`src/rtl/btn_counter_arbiter.sv`:
```
// Shared W-bit LED counter serving N debounced push-button requesters in round-robin order.
// Define SATURATE_EN to clamp the counter at its limits instead of wrapping.
module btn_counter_arbiter #(
    parameter int             N             = 2,
    parameter int             W             = 4,
    parameter logic [N-1:0]   INC_MASK      = 2'b01,
    parameter int             STABLE_TICKS  = 3,
    parameter int             HOLDOFF_TICKS = 2
) (
    input  logic         clk,
    input  logic         rst,
    input  logic         tick,
    input  logic [N-1:0] req,
    output logic [W-1:0] count,
    output logic [N-1:0] grant,
    output logic         busy,
    output logic         limit
);

    localparam int IW = (N > 1) ? $clog2(N) : 1;

    typedef enum logic [1:0] {
        IDLE = 2'd0,
        ARB  = 2'd1,
        UPD  = 2'd2,
        HOLD = 2'd3
    } state_t;

    state_t         state_reg, state_next;
    logic [N-1:0]   sync1_reg, sync2_reg;
    logic [N-1:0]   level_vec, rise_vec;
    logic [N-1:0]   pending_reg, pending_next;
    logic [N-1:0]   clr_vec, grant_vec;
    logic [IW-1:0]  idx_reg, idx_next;
    logic [IW-1:0]  last_reg, last_next;
    logic [IW-1:0]  sel;
    logic           found;
    logic [3:0]     hold_reg, hold_next;
    logic [W-1:0]   count_reg, count_next;
    logic [N-1:0]   grant_reg, grant_next;
    logic           limit_reg, limit_next;

    always_ff @(posedge clk or posedge rst) begin
        if (rst) begin
            sync1_reg <= '0;
            sync2_reg <= '0;
        end else begin
            sync1_reg <= req;
            sync2_reg <= sync1_reg;
        end
    end

    // A new level is accepted only after STABLE_TICKS consecutive differing samples.
    genvar gi;
    generate
        for (gi = 0; gi < N; gi++) begin : g_deb
            logic [3:0] stab_reg;
            logic       lvl_reg;
            logic       differ;
            logic       accept;

            assign differ        = sync2_reg[gi] != lvl_reg;
            assign accept        = tick && differ && (stab_reg == 4'(STABLE_TICKS - 1));
            assign rise_vec[gi]  = accept && sync2_reg[gi];
            assign level_vec[gi] = lvl_reg;

            always_ff @(posedge clk or posedge rst) begin
                if (rst) begin
                    stab_reg <= '0;
                    lvl_reg  <= 1'b0;
                end else if (tick) begin
                    if (!differ) begin
                        stab_reg <= '0;
                    end else if (accept) begin
                        stab_reg <= '0;
                        lvl_reg  <= sync2_reg[gi];
                    end else begin
                        stab_reg <= stab_reg + 4'd1;
                    end
                end
            end
        end
    endgenerate

    // Round-robin search starting just after the last granted requester.
    always_comb begin
        sel   = last_reg;
        found = 1'b0;
        for (int k = 1; k <= N; k++) begin
            int j;
            j = int'(last_reg) + k;
            if (j >= N) j = j - N;
            if (!found && pending_reg[j[IW-1:0]]) begin
                sel   = j[IW-1:0];
                found = 1'b1;
            end
        end
    end

    assign grant_vec = N'(1) << idx_reg;

    always_comb begin
        state_next = state_reg;
        idx_next   = idx_reg;
        last_next  = last_reg;
        hold_next  = hold_reg;
        count_next = count_reg;
        grant_next = '0;
        limit_next = 1'b0;
        clr_vec    = '0;
        case (state_reg)
            IDLE: begin
                if (|pending_reg) state_next = ARB;
            end
            ARB: begin
                idx_next   = sel;
                last_next  = sel;
                state_next = UPD;
            end
            UPD: begin
                grant_next = grant_vec;
                clr_vec    = grant_vec;
                if (INC_MASK[idx_reg]) begin
                    if (count_reg == '1) begin
                        limit_next = 1'b1;
`ifdef SATURATE_EN
                        count_next = count_reg;
`else
                        count_next = '0;
`endif
                    end else begin
                        count_next = count_reg + W'(1);
                    end
                end else begin
                    if (count_reg == '0) begin
                        limit_next = 1'b1;
`ifdef SATURATE_EN
                        count_next = count_reg;
`else
                        count_next = '1;
`endif
                    end else begin
                        count_next = count_reg - W'(1);
                    end
                end
                if (HOLDOFF_TICKS > 0) state_next = HOLD;
                else                   state_next = IDLE;
            end
            HOLD: begin
                if (tick) begin
                    if (hold_reg == 4'(HOLDOFF_TICKS - 1)) begin
                        hold_next  = '0;
                        state_next = IDLE;
                    end else begin
                        hold_next = hold_reg + 4'd1;
                    end
                end
            end
            default: state_next = IDLE;
        endcase
        // A press landing on the grant cycle must survive the clear.
        pending_next = (pending_reg & ~clr_vec) | rise_vec;
    end

    always_ff @(posedge clk or posedge rst) begin
        if (rst) begin
            state_reg   <= IDLE;
            pending_reg <= '0;
            idx_reg     <= '0;
            last_reg    <= IW'(N - 1);
            hold_reg    <= '0;
            count_reg   <= '0;
            grant_reg   <= '0;
            limit_reg   <= 1'b0;
        end else begin
            state_reg   <= state_next;
            pending_reg <= pending_next;
            idx_reg     <= idx_next;
            last_reg    <= last_next;
            hold_reg    <= hold_next;
            count_reg   <= count_next;
            grant_reg   <= grant_next;
            limit_reg   <= limit_next;
        end
    end

    assign count = count_reg;
    assign grant = grant_reg;
    assign limit = limit_reg;
    assign busy  = (state_reg != IDLE);

endmodule

```
`config.mk`:
```
export PLATFORM = sky130hd
export DESIGN_NAME = btn_counter_arbiter
export DESIGN_NICKNAME = d
export VERILOG_FILES = /design/src/rtl/btn_counter_arbiter.sv
export SDC_FILE = /design/constraint.sdc
export NUM_CORES = 1
export LEC_CHECK = 0
export BUFFER_PORTS_ARGS = -buffer_cell sky130_fd_sc_hd__buf_2
export CAP_MARGIN = 20
export CELL_PAD_IN_SITES_DETAIL_PLACEMENT = 1
export CELL_PAD_IN_SITES_GLOBAL_PLACEMENT = 1
export CORE_UTILIZATION = 30
export CTS_CLUSTER_SIZE = 8
export DETAILED_ROUTE_END_ITERATION = 10
export GPL_TIMING_DRIVEN = 0
export PLACE_DENSITY_LB_ADDON = 0.1
export SKIP_CTS_REPAIR_TIMING = 1
export SLEW_MARGIN = 20
export SYNTH_ARGS = -nofsm -noshare
export SYNTH_HDL_FRONTEND = slang
export SYNTH_SLANG_ARGS = --single-unit
```
`constraint.sdc`:
```
create_clock -name clk -period 2.2 [get_ports clk]
set_clock_uncertainty 0.05 [all_clocks]
set_input_delay 0.11 -clock clk [delete_from_list [all_inputs] [get_ports clk]]
set_output_delay 0.11 -clock clk [all_outputs]
set_load 0.02 [all_outputs]
```
==> results of run 1 <==
[cells by family (layout without fill, tap and decap cells)]
family | count (synthesis) | in the layout | share of synthesized area
adders and majority gates | 10 | 10 | 0.08137
muxes | 6 | 6 | 0.04068
and+or+nand+nor | 35 | 35 | 0.1400
DFF | 31 | 31 | 0.5053
xor gates and xnor gates | 7 | 7 | 0.03987
AOI/OAI and AO/OA | 31 | 31 | 0.1489
buffers and inverters | 15 | 38 | 0.04394
[Yosys cell counts, drive strengths merged (2+ instances only)]
| master | count |
|---|---|
| nand3 | 3 |
| nor3b | 2 |
| ha | 10 |
| and3 | 3 |
| mux2 | 2 |
| xnor2 | 6 |
| a31oi | 2 |
| nor2b | 2 |
| buf | 2 |
| nor2 | 5 |
| o21ai | 9 |
| inv | 13 |
| or3 | 2 |
| a21oi | 6 |
| dfrtp | 30 |
| nand2 | 7 |
| o2bb2ai | 6 |
| nand2b | 4 |
| mux2i | 4 |
[per-stage QoR]
step | area [um2] | instances | util | hold slack [ps]
finish | 1812 | 225 | 0.3761 | 153.9
global route | 1812 | 225 | 0.3761 | 178.3
CTS | 1782 | 222 | 0.3699 | -122.9
detailed placement | 1682 | 214 | 0.3491 | 170.4
global placement | 1682 | 214 | 0.3491 | 167.3
floorplan | 1538 | 135 | - | 91.43
[worst max-delay path, cell delays in order, from the launching register on]
cell	delay, ps
sky130_fd_sc_hd__dfrtp_1	400
sky130_fd_sc_hd__inv_1	80
sky130_fd_sc_hd__ha_1	200
sky130_fd_sc_hd__buf_6	130
sky130_fd_sc_hd__nor2b_4	140
sky130_fd_sc_hd__a32o_1	230
sky130_fd_sc_hd__a311o_1	310
[cell type report]
class	count	area share
tap	67	0.04627
buffer	2	0.01036
sequential	31	0.4289
inverter	13	0.02693
multi-input combinational	89	0.3826
clock buffer	8	0.05525
timing repair buffer	15	0.04972
[how the worst max path moves through the flow]
stage | endpoint | start
final | count[3] | state_reg[0]
after global routing | count[3] | state_reg[0]
after CTS | count[3] | state_reg[0]
after detailed placement | count[3] | state_reg[0]
after global placement | count[3] | state_reg[0]
after floorplan | count[3] | state_reg[0]
[layer usage]
layer,vias up,track usage,share of wire,wire (um)
li1,516,-,-,-
met1,521,0.1558,0.48,1415
met2,15,0.1967,0.47,1362
met3,5,0.03704,0.033,96
met4,0,0.05128,0.015,43
met5,-,0,0,0
[report_power, final]
group	total (mW)	internal, mW	leakage (nW)	switching [mW]
Sequential	0.972	0.766	0.391	0.206
Combinational	0.926	0.435	0.383	0.491
Clock	0.491	0.285	0.0515	0.206
Total	2.39	1.49	0.825	0.902
==> insert_results.sql, run 1 <==
INSERT INTO impl_metrics (metric_group, metric, value, unit) VALUES
('setup_path', 'reg2reg_to', 'count[3]', ''),
('place', 'routabilityCongestion', '0.6872', ''),
('setup_path', 'critPathKind', 'register to register', ''),
('synthesis', 'synth_edf_count', '0', ''),
('clocking', 'numClockSinks', '31', ''),
('setup_path', 'end_kind', 'register', ''),
('clocking', 'worst_setup_hold_path_clk_slew', '60', 'ps'),
('pwr', 'p_per_area', '1318', 'mW/mm2'),
('place', 'dp_hpwl', '2084', 'um'),
('routing', 'route.vias.total', '1057', ''),
('timing', 'period_minus_slack', '1661', 'ps'),
('hold_path', 'worst_hold_path_type', 'primary input to register', ''),
('synthesis', 'postSynthAreaPerCell', '11.39', 'um2'),
('place', 'place.port_buffers', '12', ''),
('pwr', 'total_leakage_power', '0.8254', 'nW'),
('synthesis', 'synth_top_cell_by_area', 'sky130_fd_sc_hd__dfrtp_1', ''),
('floorplanning', 'core_area', '0.004817', 'mm2'),
('finish', 'mostFrequentLayoutCell', 'sky130_fd_sc_hd__dfrtp_1', ''),
('routing', 'final_antenna_net_count', '0', ''),
('timing', 'finalSetupTns', '0', 'ps'),
('routing', 'dr.pass1.iters', '3', ''),
('setup_path', 'crit_path_max_fanout', '8', ''),
('place', 'post-place-ws', '558.8', 'ps'),
('routing', 'detail_route.wl_per_cell', '12.97', 'um'),
('synthesis', 'yosys_warnings', '0', ''),
('synthesis', 'synth.distinct_cells', '40', ''),
('finish', 'multiInputGateArea', '693.2', 'um2'),
('routing', 'route.final.wire_length', '2918', 'um'),
('finish', 'num-nets-final', '172', ''),
('synthesis', 'synth-seq-cells', '31', ''),
('clocking', 'cts-htree-levels', '2', ''),
('setup_path', 'worst_r2r_path_depth', '6', ''),
('timing', 'maxSlewViolCount', '0', ''),
('synthesis', 'synth_ff_type', 'sky130_fd_sc_hd__dfrtp_1', ''),
('finish', 'area.growth.synth_to_final', '17.82', '%'),
('grt', 'antenna_found_initial', '0', ''),
('timing', 'finalSetupViolCount', '0', ''),
('synthesis', 'synth_area', '0.001538', 'mm2'),
('setup_path', 'r2r_start', 'state_reg[0]', ''),
('setup_path', 'cp.required', '2310', 'ps'),
('setup_path', 'worst_path_arrival', '1770', 'ps'),
('finish', 'antenna_diode_count', '0', ''),
('hold_path', 'worst_hold_path.num_cells', '3', ''),
('setup_path', 'reg2reg_slack', '540', 'ps'),
('grt', 'first_global_vias', '1050', ''),
('floorplanning', 'floorplan.initialDensity', '0.3192', ''),
('routing', 'drt_drc_violations_left', '0', ''),
('floorplanning', 'top_level_ports', '13', ''),
('flow_run', 'timing.max_cap.violations', '0', ''),
('floorplanning', 'die_h', '73.60', 'um'),
('pwr', 'vdd_ir_drop_max', '0.3688', 'mV'),
('setup_path', 'setup.worst_path.start_class', 'register', ''),
('clocking', 'clock_tree.root_cell', 'sky130_fd_sc_hd__clkbuf_8', ''),
('finish', 'post_route_cells_drive_above_1_share', '0.1899', ''),
('timing', 'grt_setup_unrepaired', 'no', ''),
('outcome', 'status', 'completed', ''),
('finish', 'highest_count_cells_in_the_layout_ignoring_fill_and_taps', '30 x sky130_fd_sc_hd__dfrtp_1, 12 x sky130_fd_sc_hd__inv_1, 12 x sky130_fd_sc_hd__buf_2', ''),
('synthesis', 'syn_nets', '150', ''),
('synthesis', 'synth_sequential_area_ratio', '0.5053', ''),
('finish', 'regArea', '777.0', 'um2'),
('synthesis', 'post-synth-top-area-fraction', '0.4882', ''),
('routing', 'route.detailed.vias_per_inst', '4.698', ''),
('floorplanning', 'dieArea', '0.005416', 'mm2'),
('finish', 'largest_register_ff_count', '8', ''),
('pwr', 'report.power.total', '2.388', 'mW'),
('grt', 'maximum_number_of_pins_on_one_net_before_global_route_repair', '32', ''),
('finish', 'fillerInstances', '565', ''),
('timing', 'fin_ws', '538.6', 'ps'),
('clocking', 'cts-root-to-sink-buffers', '2', ''),
('clocking', 'insertion_delay', '270', 'ps'),
('routing', 'drt-initial-drc-count', '30', '');
Note: power is estimated with default switching activity, not from simulation.
==> inputs of run 2 (changes only) <==
- clock period: 2.2 -> 1.4 ns (I/O delays scaled with it)
==> insert_results.sql, run 2 (synthesized netlist as in run 1, its figures left out) <==
INSERT INTO impl_metrics (metric_group, metric, value, unit) VALUES
('finish', 'postLayoutCellArea', '0.001906', 'mm2'),
('setup_path', 'crit_path_max_incr_delay', '450', 'ps'),
('clocking', 'cts-htree-levels', '2', ''),
('finish', 'num-nets-final', '174', ''),
('grt', 'gr-total-overflow', '0', ''),
('pwr', 'report.power.total', '4.044', 'mW'),
('timing', 'worst_hold_slack', '126.0', 'ps'),
('outcome', 'violations', 'setup timing', ''),
('finish', 'highest_count_cells_in_the_layout_ignoring_fill_and_taps', '27 x sky130_fd_sc_hd__dfrtp_1, 12 x sky130_fd_sc_hd__buf_2, 9 x sky130_fd_sc_hd__o21ai_0, 9 x sky130_fd_sc_hd__inv_1, 7 x sky130_fd_sc_hd__clkbuf_8', ''),
('clocking', 'cts-buffers-inserted', '5', ''),
('floorplanning', 'dieArea', '0.005416', 'mm2'),
('floorplanning', 'fp.dieW', '73.60', 'um'),
('grt', 'first_global_vias', '1061', ''),
('grt', 'grt_first_pass_wirelength', '4968', 'um'),
('timing', 'period_minus_slack', '1598', 'ps'),
('clocking', 'tritoncts', 'built', ''),
('finish', 'largest_register_ff_count', '8', ''),
('timing', 'tightestPinTransition', '674.8', 'ps'),
('finish', 'post_route_cells_drive_above_1_share', '0.2938', ''),
('clocking', 'numClockSinks', '31', ''),
('hold_path', 'worst_hold_path_type', 'primary input to register', ''),
('floorplanning', 'core_area', '0.004817', 'mm2'),
('floorplanning', 'die_h', '73.60', 'um'),
('setup_path', 'worst_path_arrival', '1700', 'ps'),
('finish', 'mostFrequentLayoutCell', 'sky130_fd_sc_hd__dfrtp_1', ''),
('routing', 'detail_route.wl_per_cell', '13.42', 'um'),
('routing', 'drt-initial-drc-count', '37', ''),
('finish', 'fillerInstances', '540', ''),
('setup_path', 'setup.worst_path.start_class', 'register', ''),
('flow_run', 'timing.max_cap.violations', '0', ''),
('setup_path', 'cp.required', '1500', 'ps'),
('grt', 'maximum_number_of_pins_on_one_net_before_global_route_repair', '32', ''),
('finish', 'final_util', '0.3956', ''),
('finish', 'antenna_diode_count', '0', ''),
('timing', 'timing_hold_violations_final', '0', ''),
('timing', 'grt_setup_unrepaired', 'yes', ''),
('grt', 'grt_util_all_layers', '0.1227', ''),
('pwr', 'p_per_area', '2122', 'mW/mm2'),
('floorplanning', 'floorplan.initialDensity', '0.3192', ''),
('routing', 'route.vias.total', '1084', ''),
('clocking', 'insertion_delay', '270', 'ps'),
('finish', 'regArea', '780.7', 'um2'),
('clocking', 'cts-root-to-sink-buffers', '2', ''),
('place', 'dp_hpwl', '2102', 'um'),
('setup_path', 'critPathKind', 'register to register', ''),
('place', 'post-place-ws', '-211.9', 'ps'),
('outcome', 'status', 'finished with violations', ''),
('pwr', 'vdd_ir_drop_max', '0.7587', 'mV'),
('timing', 'finalSetupViolCount', '3', ''),
('pwr', 'total_leakage_power', '0.8355', 'nW'),
('finish', 'multiInputGateArea', '768.2', 'um2'),
('floorplanning', 'core.rowCount', '25', ''),
('timing', 'finalSetupTns', '-380.1', 'ps'),
('place', 'routabilityCongestion', '0.6763', ''),
('place', 'place.port_buffers', '12', ''),
('setup_path', 'crit_path_max_fanout', '8', ''),
('timing', 'timing.fmax', '0.6259', 'GHz'),
('setup_path', 'reg2reg_slack', '-200', 'ps'),
('timing', 'fin_ws', '-197.8', 'ps'),
('routing', 'final_antenna_net_count', '0', ''),
('place', 'placed_cells', '214', ''),
('finish', 'layout.cells.non_filler', '227', ''),
('clocking', 'clock_tree.root_cell', 'sky130_fd_sc_hd__clkbuf_8', ''),
('finish', 'area.growth.synth_to_final', '23.92', '%'),
('floorplanning', 'top_level_ports', '13', ''),
('routing', 'route.final.wire_length', '3047', 'um'),
('setup_path', 'crit_path_top_delay_cell', 'sky130_fd_sc_hd__dfrtp_2', ''),
('grt', 'antenna_found_initial', '0', ''),
('place', 'placed_area', '0.001684', 'mm2'),
('routing', 'dr.pass1.iters', '4', ''),
('setup_path', 'end_kind', 'register', ''),
('timing', 'slew_headroom', '0.5495', ''),
('timing', 'maxSlewViolCount', '0', ''),
('routing', 'drt_drc_violations_left', '0', ''),
('setup_path', 'path_cells', 'ha_2 -> buf_6 -> nor2b_4 -> a32o_1 -> a311o_1', ''),
('routing', 'route.detailed.vias_per_inst', '4.775', ''),
('timing', 'layout_worst_path_cycle_share', '1.141', ''),
('clocking', 'worst_setup_hold_path_clk_slew', '70', 'ps');
[run 2: cell count changes in the layout (fill, tap and decap cells not counted), sizes merged]
cell	change
buf	+2
[run 2: worst paths after layout]
| check | from | to | cells after the start |
|---|---|---|---|
| worst max-delay path | state_reg[1] | count[3] | 5 |
| worst min-delay path | tick | g_deb[0].stab_reg[1] | 3 |
| worst max register to register | state_reg[1] | count[3] | 5 |
| worst min register to register | sync1_reg[1] | sync2_reg[1] | 0 |
| max in group asynchronous | rst | state_reg[1] | 3 |
| min in group asynchronous | rst | g_deb[0].stab_reg[2] | 3 |
[run 2: power breakdown]
part / internal, mW / leakage [nW] / total, mW / switching [mW]
clock: 0.449 / 0.0515 / 0.770 / 0.322
sequential: 1.21 / 0.389 / 1.56 / 0.349
combinational: 0.832 / 0.395 / 1.71 / 0.880
total: 2.49 / 0.836 / 4.04 / 1.55
[run 2: area by class of cell]
cell class              count  area share
multi-input cells          89      0.4032
clock buffers               8     0.05253
inverters                  13     0.02561
plain buffers               2    0.009849
repair buffers             17     0.05515
well taps                  67     0.04399
flip-flops and latches     31      0.4097
[run 2: critical path, delay by kind of cell (launching register included)]
kind	cells	cell delay, ps
AND/OR/NAND/NOR	1	140
adder cells (fa/ha/maj)	1	200
flip-flops	1	450
buffers and inverters	1	130
AO/OA/AOI/OAI	2	520
[run 2: per-layer routing]
layer  track usage  wire [um]  vias up
met5             0          0        -
met4       0.03846         25        0
met3       0.04115         89        2
met2        0.2059       1486       14
met1        0.1481       1445      549
li1              -          -      519
